### src/rtl/vga_timing_gen_if.sv
// ---------------------------------------------------------------------------
// vga_timing_gen_if
// Bundles the pixel-side signals of the VGA timing generator so the
// generator and its consumer (pattern / frame-buffer logic plus DAC pins)
// connect through one port.
//
//   en          pixel-clock enable, driven by the consumer side
//   colors      RGB332 pixel answering the request made PIX_LAT enables ago
//   hsync/vsync latency-aligned sync outputs
//   red/green/blue gated colour outputs
//   need_pixel  stage-0 pixel request
//   counterX/Y  stage-0 raster position
//   frame_start/line_start  enabled-cycle markers at x==0 (and y==0)
//
// The master modport is the timing generator; the slave modport is the
// consumer that supplies the enable and the pixel data.
// ---------------------------------------------------------------------------
interface vga_timing_gen_if #(
   parameter int CW = 10
);
   logic          en;
   logic [7:0]    colors;
   logic          hsync;
   logic          vsync;
   logic [2:0]    red;
   logic [2:0]    green;
   logic [1:0]    blue;
   logic          need_pixel;
   logic [CW-1:0] counterX;
   logic [CW-1:0] counterY;
   logic          frame_start;
   logic          line_start;

   modport master (
      input  en, colors,
      output hsync, vsync, red, green, blue, need_pixel,
             counterX, counterY, frame_start, line_start
   );

   modport slave (
      output en, colors,
      input  hsync, vsync, red, green, blue, need_pixel,
             counterX, counterY, frame_start, line_start
   );
endinterface

### src/rtl/vga_timing_gen.sv
// ---------------------------------------------------------------------------
// vga_timing_gen
// Parametrised VGA raster timing generator. Two free-running counters walk
// the raster (active, front porch, sync, back porch on both axes) one pixel
// per enabled clock. The stage-0 position and pixel request go out to the
// pattern / frame-buffer logic; active, hsync and vsync are then delayed by
// PIX_LAT enabled cycles so they line up with the colour that logic returns.
//
// Ports
//   clk25MHz  pixel clock
//   rst       synchronous reset, active-high
//   vga       vga_timing_gen_if.master: en and colors in; sync, RGB,
//             need_pixel, counterX/Y, frame_start, line_start out
// ---------------------------------------------------------------------------
module vga_timing_gen #(
   parameter int H_ACTIVE  = 640,
   parameter int H_FP      = 16,
   parameter int H_SYNC    = 96,
   parameter int H_BP      = 48,
   parameter int V_ACTIVE  = 480,
   parameter int V_FP      = 10,
   parameter int V_SYNC    = 2,
   parameter int V_BP      = 33,
   parameter bit HSYNC_POL = 1'b0,
   parameter bit VSYNC_POL = 1'b0,
   parameter int PIX_LAT   = 2,
   parameter int CW        = 10
) (
   input logic              clk25MHz,
   input logic              rst,
   vga_timing_gen_if.master vga
);

   localparam int H_TOTAL = H_ACTIVE + H_FP + H_SYNC + H_BP;
   localparam int V_TOTAL = V_ACTIVE + V_FP + V_SYNC + V_BP;

   localparam logic [CW-1:0] H_LAST     = CW'(H_TOTAL - 1);
   localparam logic [CW-1:0] V_LAST     = CW'(V_TOTAL - 1);
   localparam logic [CW-1:0] H_ACT      = CW'(H_ACTIVE);
   localparam logic [CW-1:0] V_ACT      = CW'(V_ACTIVE);
   localparam logic [CW-1:0] H_SYNC_BEG = CW'(H_ACTIVE + H_FP);
   localparam logic [CW-1:0] H_SYNC_END = CW'(H_ACTIVE + H_FP + H_SYNC);
   localparam logic [CW-1:0] V_SYNC_BEG = CW'(V_ACTIVE + V_FP);
   localparam logic [CW-1:0] V_SYNC_END = CW'(V_ACTIVE + V_FP + V_SYNC);

   localparam bit HS_IDLE = ~HSYNC_POL;
   localparam bit VS_IDLE = ~VSYNC_POL;

   logic [CW-1:0] x_q, x_d;
   logic [CW-1:0] y_q, y_d;

   logic raw_active;
   logic raw_hs;
   logic raw_vs;

   logic dly_active;
   logic dly_hs;
   logic dly_vs;

   // Next raster position. The vertical counter only steps on the last
   // pixel of a line, and both wrap so y never reaches V_TOTAL.
   always_comb begin
      x_d = x_q;
      y_d = y_q;
      if (vga.en) begin
         if (x_q == H_LAST) begin
            x_d = '0;
            y_d = (y_q == V_LAST) ? '0 : y_q + CW'(1);
         end else begin
            x_d = x_q + CW'(1);
         end
      end
   end

   // Raster counters. Reset wins over the enable so a reset always lands
   // on the first visible pixel of a new frame.
   always_ff @(posedge clk25MHz) begin
      if (rst) begin
         x_q <= '0;
         y_q <= '0;
      end else begin
         x_q <= x_d;
         y_q <= y_d;
      end
   end

   // Stage-0 decode. Sync is kept at its final pin level here so the delay
   // line just carries levels and reset can preload the idle level.
   always_comb begin
      raw_active = (x_q < H_ACT) && (y_q < V_ACT);
      raw_hs     = ((x_q >= H_SYNC_BEG) && (x_q < H_SYNC_END)) ? HSYNC_POL : HS_IDLE;
      raw_vs     = ((y_q >= V_SYNC_BEG) && (y_q < V_SYNC_END)) ? VSYNC_POL : VS_IDLE;
   end

   generate
      if (PIX_LAT == 0) begin : g_bypass
         // No pipeline in the pixel source: use the stage-0 decode directly.
         assign dly_active = raw_active;
         assign dly_hs     = raw_hs;
         assign dly_vs     = raw_vs;
      end else begin : g_delay
         logic [PIX_LAT-1:0] act_q, act_d;
         logic [PIX_LAT-1:0] hs_q, hs_d;
         logic [PIX_LAT-1:0] vs_q, vs_d;

         // Shift the stage-0 decode one step per enabled cycle; bit 0 takes
         // the newest value and the top bit is what reaches the pins.
         always_comb begin
            act_d = act_q;
            hs_d  = hs_q;
            vs_d  = vs_q;
            if (vga.en) begin
               act_d[0] = raw_active;
               hs_d[0]  = raw_hs;
               vs_d[0]  = raw_vs;
               for (int i = 1; i < PIX_LAT; i++) begin
                  act_d[i] = act_q[i-1];
                  hs_d[i]  = hs_q[i-1];
                  vs_d[i]  = vs_q[i-1];
               end
            end
         end

         // Reset flushes every stage to blank with idle syncs, so the first
         // PIX_LAT enabled cycles after a reset never show stale colour.
         always_ff @(posedge clk25MHz) begin
            if (rst) begin
               act_q <= '0;
               hs_q  <= {PIX_LAT{HS_IDLE}};
               vs_q  <= {PIX_LAT{VS_IDLE}};
            end else begin
               act_q <= act_d;
               hs_q  <= hs_d;
               vs_q  <= vs_d;
            end
         end

         assign dly_active = act_q[PIX_LAT-1];
         assign dly_hs     = hs_q[PIX_LAT-1];
         assign dly_vs     = vs_q[PIX_LAT-1];
      end
   endgenerate

   // Output drive. Colour is combinational from the incoming pixel so it
   // needs no extra register, but it is forced to zero whenever the
   // aligned position is outside the visible window.
   always_comb begin
      vga.hsync       = dly_hs;
      vga.vsync       = dly_vs;
      vga.red         = dly_active ? vga.colors[7:5] : 3'd0;
      vga.green       = dly_active ? vga.colors[4:2] : 3'd0;
      vga.blue        = dly_active ? vga.colors[1:0] : 2'd0;
      vga.need_pixel  = raw_active;
      vga.counterX    = x_q;
      vga.counterY    = y_q;
      vga.line_start  = vga.en && (x_q == '0);
      vga.frame_start = vga.en && (x_q == '0) && (y_q == '0);
   end

endmodule

### src/flat_wrapper.sv
// flat-port wrapper written by rule: the top's interface ports become plain ports
module vga_timing_gen_flat 
#(
   parameter int H_ACTIVE  = 640,
   parameter int H_FP      = 16,
   parameter int H_SYNC    = 96,
   parameter int H_BP      = 48,
   parameter int V_ACTIVE  = 480,
   parameter int V_FP      = 10,
   parameter int V_SYNC    = 2,
   parameter int V_BP      = 33,
   parameter bit HSYNC_POL = 1'b0,
   parameter bit VSYNC_POL = 1'b0,
   parameter int PIX_LAT   = 2,
   parameter int CW        = 10
)
  (clk25MHz, rst, vga_en, vga_colors, vga_hsync, vga_vsync, vga_red, vga_green, vga_blue, vga_need_pixel, vga_counterX, vga_counterY, vga_frame_start, vga_line_start);
  vga_timing_gen_if #(.CW(CW)) vga_i ();
  input logic clk25MHz;
  input logic rst;
  input wire logic [$bits(vga_i.en)-1:0] vga_en;
  input wire logic [$bits(vga_i.colors)-1:0] vga_colors;
  output wire logic [$bits(vga_i.hsync)-1:0] vga_hsync;
  output wire logic [$bits(vga_i.vsync)-1:0] vga_vsync;
  output wire logic [$bits(vga_i.red)-1:0] vga_red;
  output wire logic [$bits(vga_i.green)-1:0] vga_green;
  output wire logic [$bits(vga_i.blue)-1:0] vga_blue;
  output wire logic [$bits(vga_i.need_pixel)-1:0] vga_need_pixel;
  output wire logic [$bits(vga_i.counterX)-1:0] vga_counterX;
  output wire logic [$bits(vga_i.counterY)-1:0] vga_counterY;
  output wire logic [$bits(vga_i.frame_start)-1:0] vga_frame_start;
  output wire logic [$bits(vga_i.line_start)-1:0] vga_line_start;
  assign vga_i.en = vga_en;
  assign vga_i.colors = vga_colors;
  assign vga_hsync = vga_i.hsync;
  assign vga_vsync = vga_i.vsync;
  assign vga_red = vga_i.red;
  assign vga_green = vga_i.green;
  assign vga_blue = vga_i.blue;
  assign vga_need_pixel = vga_i.need_pixel;
  assign vga_counterX = vga_i.counterX;
  assign vga_counterY = vga_i.counterY;
  assign vga_frame_start = vga_i.frame_start;
  assign vga_line_start = vga_i.line_start;
  vga_timing_gen #(.H_ACTIVE(H_ACTIVE), .H_FP(H_FP), .H_SYNC(H_SYNC), .H_BP(H_BP), .V_ACTIVE(V_ACTIVE), .V_FP(V_FP), .V_SYNC(V_SYNC), .V_BP(V_BP), .HSYNC_POL(HSYNC_POL), .VSYNC_POL(VSYNC_POL), .PIX_LAT(PIX_LAT), .CW(CW)) u_core (.clk25MHz(clk25MHz), .rst(rst), .vga(vga_i));
endmodule
### config.mk
export PLATFORM = sky130hd
export DESIGN_NAME = vga_timing_gen_flat
export DESIGN_NICKNAME = d
export VERILOG_FILES = /design/src/rtl/vga_timing_gen_if.sv /design/src/rtl/vga_timing_gen.sv /design/src/flat_wrapper.sv
export SDC_FILE = /design/constraint.sdc
export NUM_CORES = 1
export LEC_CHECK = 0
export BUFFER_PORTS_ARGS = -buffer_cell sky130_fd_sc_hd__buf_2
export CAP_MARGIN = 20
export CORE_MARGIN = 1
export CORE_UTILIZATION = 45
export DETAILED_ROUTE_END_ITERATION = 12
export PLACE_DENSITY = 0.75
export SYNTH_ARGS = -nofsm -noshare
export SYNTH_HDL_FRONTEND = slang
export SYNTH_SLANG_ARGS = --single-unit
### constraint.sdc
create_clock -name clk25MHz -period 1.5 [get_ports clk25MHz]
set_input_delay 0.225 -clock clk25MHz [delete_from_list [all_inputs] [get_ports clk25MHz]]
set_output_delay 0.225 -clock clk25MHz [all_outputs]
set_load 0.02 [all_outputs]
== Yosys cells after proc, flatten, opt, wreduce, memory -nomap -nowiden ==
Cells that the tools add are included.
Operators by class
  add/subtract/negate cells: 2
  $lt $le $gt $ge: 6
  equal/unequal tests: 2
  muxes and demuxes: 7
  reduce and logical (&&, ||, !) cells: 8
Operator list (count)
  adder 10 x 1 -> 10 bit, second input constant: 2
  == test 10 bit, second input constant: 2
  logical NOT 10 bit: 2
  less-than comparator 10 bit, second input constant: 2
  less-than comparator 10 x 9 -> 1 bit, second input constant: 2
  2-to-1 mux 10 bit: 2
  greater-or-equal comparator 10 bit, second input constant: 1
  greater-or-equal comparator 10 x 9 -> 1 bit, second input constant: 1
  2-to-1 mux 3 bit: 2
  logical AND 1 bit: 5
  2-to-1 mux 1 bit: 2
  2-to-1 mux 2 bit: 1
  AND reduction 2 bit: 1
Storage, ports and cells
  bits in registers: 26
  input port bits: 11
  output and inout port bits: 33
  word-level logic and storage cells: 30

== Logic depth before layout (Yosys ltp) ==
Gate-level depths: netlist (run 1).
  depth after elaboration: 3
  depth in mapped cells: 6
  gate-level depth less buffers: 6

== Least setup slack after synthesis (run 1) ==
OpenSTA, ideal clock, no wires.
  path kind: register to register
  from: register u_core.x_q[0], in the netlist u_core.vga.counterX[0]
  to: register u_core.y_q[8], in the netlist u_core.vga.counterY[8]
  setup time: 70 ps
  arrival: 1733 ps
  required time: 1430 ps
  slack: -303 ps
  cell stages (with the launch flop): 7
  path buffers: 1
  period minus slack after synthesis: 1803 ps
  cells stage by stage: dfxtp_1 > ha_1 > and4_1 > buf_6 > nand3_4 > or4_1 > a21oi_1
Between the ends
  word-level cells in the longest chain between the ends: 2
RTL lines
  from (decl): line vga_timing_gen.sv:49  | logic [CW-1:0] x_q, x_d;
  from (signal assigned): line vga_timing_gen.sv:79  | x_q <= '0;
  from (signal assigned): line vga_timing_gen.sv:82  | x_q <= x_d;
  == test 10 bit: line vga_timing_gen.sv:66  | if (x_q == H_LAST) begin
  AND reduction 2 bit (no source line)
  to (signal assigned): line vga_timing_gen.sv:83  | y_q <= y_d;
  to (decl): line vga_timing_gen.sv:50  | logic [CW-1:0] y_q, y_d;
Every way passes these cells.
A chain may end at the register's enable or synchronous reset.

== Worst setup path in the final report (run 1) ==
  from: register u_core.x_q[7], in the netlist u_core.vga.counterX[7]
  to: output vga_frame_start
Between the ends
  word-level cells in the longest chain between the ends: 3
RTL lines
  logical NOT 10 bit: line vga_timing_gen.sv:157  | vga.frame_start = vga.en && (x_q == '0) && (y_q == '0);
  logical AND 1 bit (2 in series): line vga_timing_gen.sv:157
  to (decl): line flat_wrapper.sv:31  | output wire logic [$bits(vga_i.frame_start)-1:0] vga_frame_start;
Every way passes these cells.

==> summary.txt, run 1 <==
Worst setup path
  – CP max stage cell: dfxtp_1
  – CP max stage delay: 390 ps
  – Startpoint Class: flip-flop
  – Worst Setup Path Type: reg -> out
  – WP buf/inv: 1
  – Worst EP required: between 1000 and 1500 ps
  – Max FO, Critical Path: 4
  – Critical-path cell list: nor4b_2 -> and3_4 -> and4_4 -> buf_6
  – CP endpoint kind: output port
  – Critical path arrival: 1560 ps
  – CP delay by family, top: simple AND/OR/NAND/NOR gates
  – Worst r2r src: u_core.vga.counterX[0]
  – CP Launch Point: u_core.vga.counterX[7]

Timing
  – RSZ-0062 raised after global routing: true
  – Fin. Hold Viols: 0
  – Final setup violating endpoints: 11
  – Skew final: about 14 ps
  – Max Freq: 560.1 MHz
  – Slew headroom: roughly three quarters
  – Pins Over Slew Limit: 0
  – Post-route worst setup slack: -285.3 ps
  – Hold_ws: 248.9 ps
  – Worst slew pin tran: 347.7 ps
  – Final min period: between 1500 and 2000 ps
  – Final period util: 119.0%

Synth
  – Top cell type's share of synthesized area: approximately two fifths
  – Number of synthesized flops with an enable pin: 0
  – Post-synthesis cell count: approximately 150
  – Synth Area in Compound Gates: 10.24%
  – Post-Syn Area: 1369 sq um
  – Largest family of logic cells by synthesized area: simple AND/OR/NAND/NOR gates
  – Top cells by area, synth: dfxtp_1, nor2_1, xor2_1
  – Post-synthesis xor/xnor area fraction: ~6.4%
  – Yosys top cell by area: dfxtp_1
  – Most used flip-flop cell after synthesis: dfxtp_1
  – Synthesized flop and latch total: 26
  – Synth unique cells: 39
  – Synth Area in Adders: 3.656%
  – Post-synthesis sequential area ratio: between 30% and 40%
  – Mapped Avg Cell Area: 8.946 sq um
  – Asr flop ratio synth: 0%
  – Synth Area in Simple Gates: 35.92%
  – Yosys warnings: 0
  – Mux cell area share after synthesis: 2.194%
  – Syn Nets: 168

GRT
  – Largest net degree at the start of global routing: 17
  – GRT overflow: 0
  – GRT Total Usage: 22.91%
  – Antenna violations before repair: 0
  – Vias in the first global route: between 1000 and 1500
  – Global-route wire length before repair: between 5 and 6 mm

CTS
  – Clock Sink Count: 26
  – CTS Buf Count: 3
  – Reg clk slew, reported paths: 150 ps
  – Root Buffer: clkbuf_4
  – Clock Latency Late Sink: 330 ps
  – Number of H-tree levels: 1
  – Worst-case clock buffer depth: 2
  – CTS tree: built

Detailed routing
  – First-pass DRT Iterations: 8
  – Vias: 1419
  – DRC: 2
  – Vias per cell: 5.653
  – Final wirelength: 3.783 mm
  – Routed Antenna Nets: 0
  – Starting DRC count in detailed routing: 94
  – Avg WL per Cell: 15.07 um

Final layout
  – Commonest non-fill, non-tap cells in the layout: buf_2, buf_4, nor2_1, dfxtp_1
  – Syn-to-layout area delta: 44.88%
  – Final net count: 236
  – Final core utilization: 70.10%
  – Fin cells: 251
  – ANT cells: 0
  – Layout cell share with drive strength beyond 1: 50.45%
  – Commonest non-fill, non-tap cell in the layout: buf_2

Status
  – Failing checks: design-rule violations, negative setup slack
  – Status: finished, violations left

Placement
  – Dpl hpwl: 2.674 mm
  – Post-Place Setup Slack: -89.12 ps
  – GP Congestion: 0.8112
  – Dpl cells: about 240
  – Port bufs: 43

Floorplanning
  – Number of placement rows: 19
  – Die Y: 57.15 um
  – Starting Density: 48.39%
  – Die area: 3266 sq um
  – Die Wd: 57.15 um
  – Top Ports: 44
  – Core ar.: 2829 sq um

Hold path
  – Hold path start: rst
  – Worst Hold Class: in -> reg

Pwr
  – P_leak: slightly below 0.9 nW
  – Maximum vdd drop: 389.6 uV
  – Final Total Pwr: 1.257 mW
  – PwrDens: 633.8 nW/um^2

Run
  – Max_cap viols: 0
-- logic make-up (layout without fill, tap and decap cells) --
| logic type | Yosys count | after routing |
|---|---|---|
| DFF | 26 | 26 |
| adders and majority gates | 4 | 4 |
| xor gates and xnor gates | 10 | 10 |
| AOI/OAI and AO/OA | 22 | 22 |
| muxes | 3 | 3 |
| and+or+nand+nor | 78 | 78 |
| buffers and inverters | 10 | 77 |
-- what timing repair did --
item,CTS,global route
resized for setup,16,19
pin swaps,7,3
setup endpoints to repair,13,20
hold buffers,0,0
setup buffers,3,1
-- metal layers --
layer  GRT usage, %  vias to the layer above  part of all wire, %
li1               -                      687                    -
met1          29.06                      680                   43
met2          39.16                       44                   52
met3          3.175                        8                  3.5
met4          9.408                        0                  1.9
met5              0                        -                    0
-- worst reg2reg max path: cells and delay by family, from the launching register on --
family / cells / cell delay, ps
AOI/OAI and AO/OA: 1 / 120
adders and majority gates: 1 / 120
buffers and inverters: 1 / 120
DFF: 1 / 390
and+or+nand+nor: 3 / 860
-- cell usage after synthesis, types with 2 or more instances --
library cell   n
or2_2          2
nor2_1        17
nor4b_1        2
o21bai_1       2
nand4_1        6
a211o_1        2
clkbuf_1       3
a21oi_1        8
nor2b_1        3
nand2_1        6
inv_1          4
dfxtp_1       26
and2_1         8
o21ai_0        4
or4_1          3
and4_1         4
nor3_1         2
nor4_1         2
nand3_1        8
and3_1         5
xor2_1         7
xnor2_1        3
mux2i_1        3
ha_1           4
o31ai_1        4
or3_1          2
-- through the flow --
stage | area [sq um] | TNS [ps]
after floorplan | 1418 | -240.4
after global placement | 1789 | -67.37
after detailed placement | 1789 | -453.6
after CTS | 1898 | -1200
after global routing | 1983 | -2218
final | 1983 | -1452
-- registers in the layout, indices dropped and copies added, names as in the netlist --
name	cells
u_core.g_delay.vs_q	2
u_core.g_delay.hs_q	2
u_core.g_delay.act_q	2
u_core.vga.counterX	10
u_core.vga.counterY	10
-- layout make-up --
cell class | instances | area [sq um]
flip-flops and latches | 26 | 549.3
inverters | 4 | 20.02
clock buffers | 4 | 36.28
well taps | 31 | 38.79
multi-input cells | 117 | 908.4
fillers | 226 | 845.8
repair buffers | 69 | 430.4
-- path summary, 6_finish.rpt --
kind / endpoint / slack (ps) / depth (start not counted)
setup / recovery: vga_frame_start / -290 / 4
setup reg to reg: u_core.vga.counterY[4] / -170 / 6
hold reg to reg: u_core.g_delay.vs_q[1] / 480 / 1
hold / removal: u_core.vga.counterX[6] / 250 / 2
-- power by group --
| part | switching [mW] | leakage (nW) | total, mW | internal (mW) |
|---|---|---|---|---|
| Clock | 0.216 | 0.0210 | 0.365 | 0.149 |
| Combinational | 0.0923 | 0.643 | 0.187 | 0.0944 |
| Sequential | 0.0101 | 0.218 | 0.706 | 0.695 |
| Total | 0.318 | 0.882 | 1.26 | 0.939 |
No activity file was read; power rests on OpenSTA's default activity.
==> inputs of run 2 (changes only) <==
--- a/config.mk
+++ b/config.mk
@@ -11,6 +11,7 @@
 export CORE_UTILIZATION = 45
 export DETAILED_ROUTE_END_ITERATION = 12
 export PLACE_DENSITY = 0.75
+export RECOVER_POWER = 25
 export SYNTH_ARGS = -nofsm -noshare
 export SYNTH_HDL_FRONTEND = slang
 export SYNTH_SLANG_ARGS = --single-unit
==> run 2 against run 1 <==
The run still ends with design-rule violations, negative setup slack left. Highest routed layer unchanged. Largest power group unchanged. Critical endpoint unchanged. Die area unchanged. Sequential power about the same. Cell count unchanged. Clock power about the same. Sequential share of layout area up 0.052 points. Maximum frequency about the same. Setup slack worse by 0.92 ps.
==> summary.txt, run 2 (synthesis gave the netlist of run 1 again) <==
Status
  – Status: finished, violations left
  – Failing checks: design-rule violations, negative setup slack

CTS
  – Reg clk slew, reported paths: 150 ps
  – Root Buffer: clkbuf_4
  – Number of H-tree levels: 1
  – CTS Buf Count: 3
  – Worst-case clock buffer depth: 2
  – Clock Sink Count: 26
  – CTS tree: built
  – Clock Latency Late Sink: around 330 ps

Final layout
  – Fin cells: 251
  – Final core utilization: 69.97%
  – Commonest non-fill, non-tap cells in the layout: buf_2, buf_4, nor2_1, dfxtp_1
  – Final net count: 236
  – Design Area, Final: 1979 sq um
  – Commonest non-fill, non-tap cell in the layout: buf_2
  – Syn-to-layout area delta: 44.61%
  – ANT cells: 0
  – Layout cell share with drive strength beyond 1: ~49%

Floorplanning
  – Number of placement rows: 19
  – Starting Density: 48.39%
  – Die Y: 57.15 um
  – Top Ports: 44
  – Die area: 3266 sq um
  – Core ar.: 2829 sq um
  – Die Wd: 57.15 um

Worst setup path
  – WP buf/inv: 1
  – Worst Setup Path Type: reg -> out
  – CP max stage cell: dfxtp_1
  – CP max stage delay: 390 ps
  – Critical path arrival: 1560 ps
  – CP delay by family, top: simple AND/OR/NAND/NOR gates
  – Startpoint Class: flip-flop
  – Critical-path cell list: nor4b_2 -> and3_4 -> and4_4 -> buf_6
  – Max FO, Critical Path: 4
  – CP endpoint kind: output port
  – Worst EP required: between 1000 and 1500 ps

Timing
  – Fin. Hold Viols: 0
  – Post-route worst setup slack: -286.2 ps
  – Max Freq: 559.8 MHz
  – RSZ-0062 raised after global routing: true
  – Skew final: roughly 13 ps
  – Final setup violating endpoints: 11
  – Slew headroom: approximately three quarters
  – Final period util: 119.1%
  – Final min period: around 1800 ps
  – Pins Over Slew Limit: 0
  – Worst slew pin tran: approximately 350 ps

GRT
  – GRT overflow: 0
  – GRT Total Usage: 22.91%
  – Vias in the first global route: ~1200
  – Global-route wire length before repair: between 5 and 6 mm
  – Antenna violations before repair: 0
  – Largest net degree at the start of global routing: 17

Pwr
  – Maximum vdd drop: 389.6 uV
  – Combinational power share: ~15%
  – Reg power frac: ~56%
  – Clock Power Share: 29.1%
  – Switch share: roughly a quarter
  – P_leak: around 0.87 nW
  – Power Internal: 0.9378 mW
  – Net Switching: 0.3192 mW
  – PwrDens: 635.1 nW/um^2

Placement
  – Post-Place Setup Slack: -89.12 ps
  – Port bufs: 43
  – Placed instance area: between 1500 and 2000 sq um
  – Dpl hpwl: 2.674 mm
  – Dpl cells: 243
  – GP Congestion: 0.8112

Detailed routing
  – First-pass DRT Iterations: 8
  – Vias: 1429
  – Avg WL per Cell: 15.13 um
  – DRC: 2
  – Starting DRC count in detailed routing: 94
  – Final wirelength: 3.798 mm
  – Vias per cell: around 5.7
  – Routed Antenna Nets: 0

Run
  – Max_cap viols: 0

Hold path
  – Worst Hold Class: in -> reg
run 2: area by class of cell:
type / instances / area (sq um)
multi-input combinational: 117 / 908.4
fill: 228 / 849.6
sequential: 26 / 549.3
timing repair buffer: 69 / 426.7
tap: 31 / 38.79
clock buffer: 4 / 36.28
inverter: 4 / 20.02
run 2: timing repair:
item                                   CTS  global route
endpoints found under the hold margin    0             0
hold buffers                             0             0
pin swaps                                7             3
buffers inserted                         3             1
setup endpoints to repair               13            20
gates resized for setup                 16            19
run 2: power groups by stage:
stage / combinational [mW] / clock (mW) / sequential, mW
final: 0.186 / 0.366 / 0.706
after global routing: 0.202 / 0.398 / 0.709
after floorplan: 0.0689 / 0 / 0.739
after CTS: 0.176 / 0.366 / 0.709
after global placement: 0.142 / 0 / 0.726
after detailed placement: 0.144 / 0 / 0.727
run 2: routing by layer:
metal	GRT usage [%]	vias to the layer above	share of wire (%)
met4	9.408	0	1.7
met5	0	-	0
met3	3.175	8	4.1
li1	-	689	-
met2	39.16	52	52
met1	29.06	680	43
run 2: stage by stage:
| step | power [mW] | hold slack [ps] | setup TNS, ps |
|---|---|---|---|
| floorplan | 0.8074 | 323.6 | -240.4 |
| global placement | 0.8676 | 450.8 | -67.37 |
| detailed placement | 0.8709 | 457.8 | -453.6 |
| CTS | 1.251 | 237.4 | -1200 |
| global route | 1.308 | 246.4 | -2218 |
| finish | 1.257 | 247.7 | -1458 |
run 2: path summary, 6_finish.rpt:
check	startpoint	to	slack, ps	cells after the start
max	u_core.vga.counterX[7]	vga_frame_start	-290	4
min	rst	u_core.vga.counterY[4]	250	2
max reg2reg	u_core.vga.counterX[0]	u_core.vga.counterY[4]	-170	6
min reg2reg	u_core.g_delay.hs_q[0]	u_core.g_delay.hs_q[1]	490	1
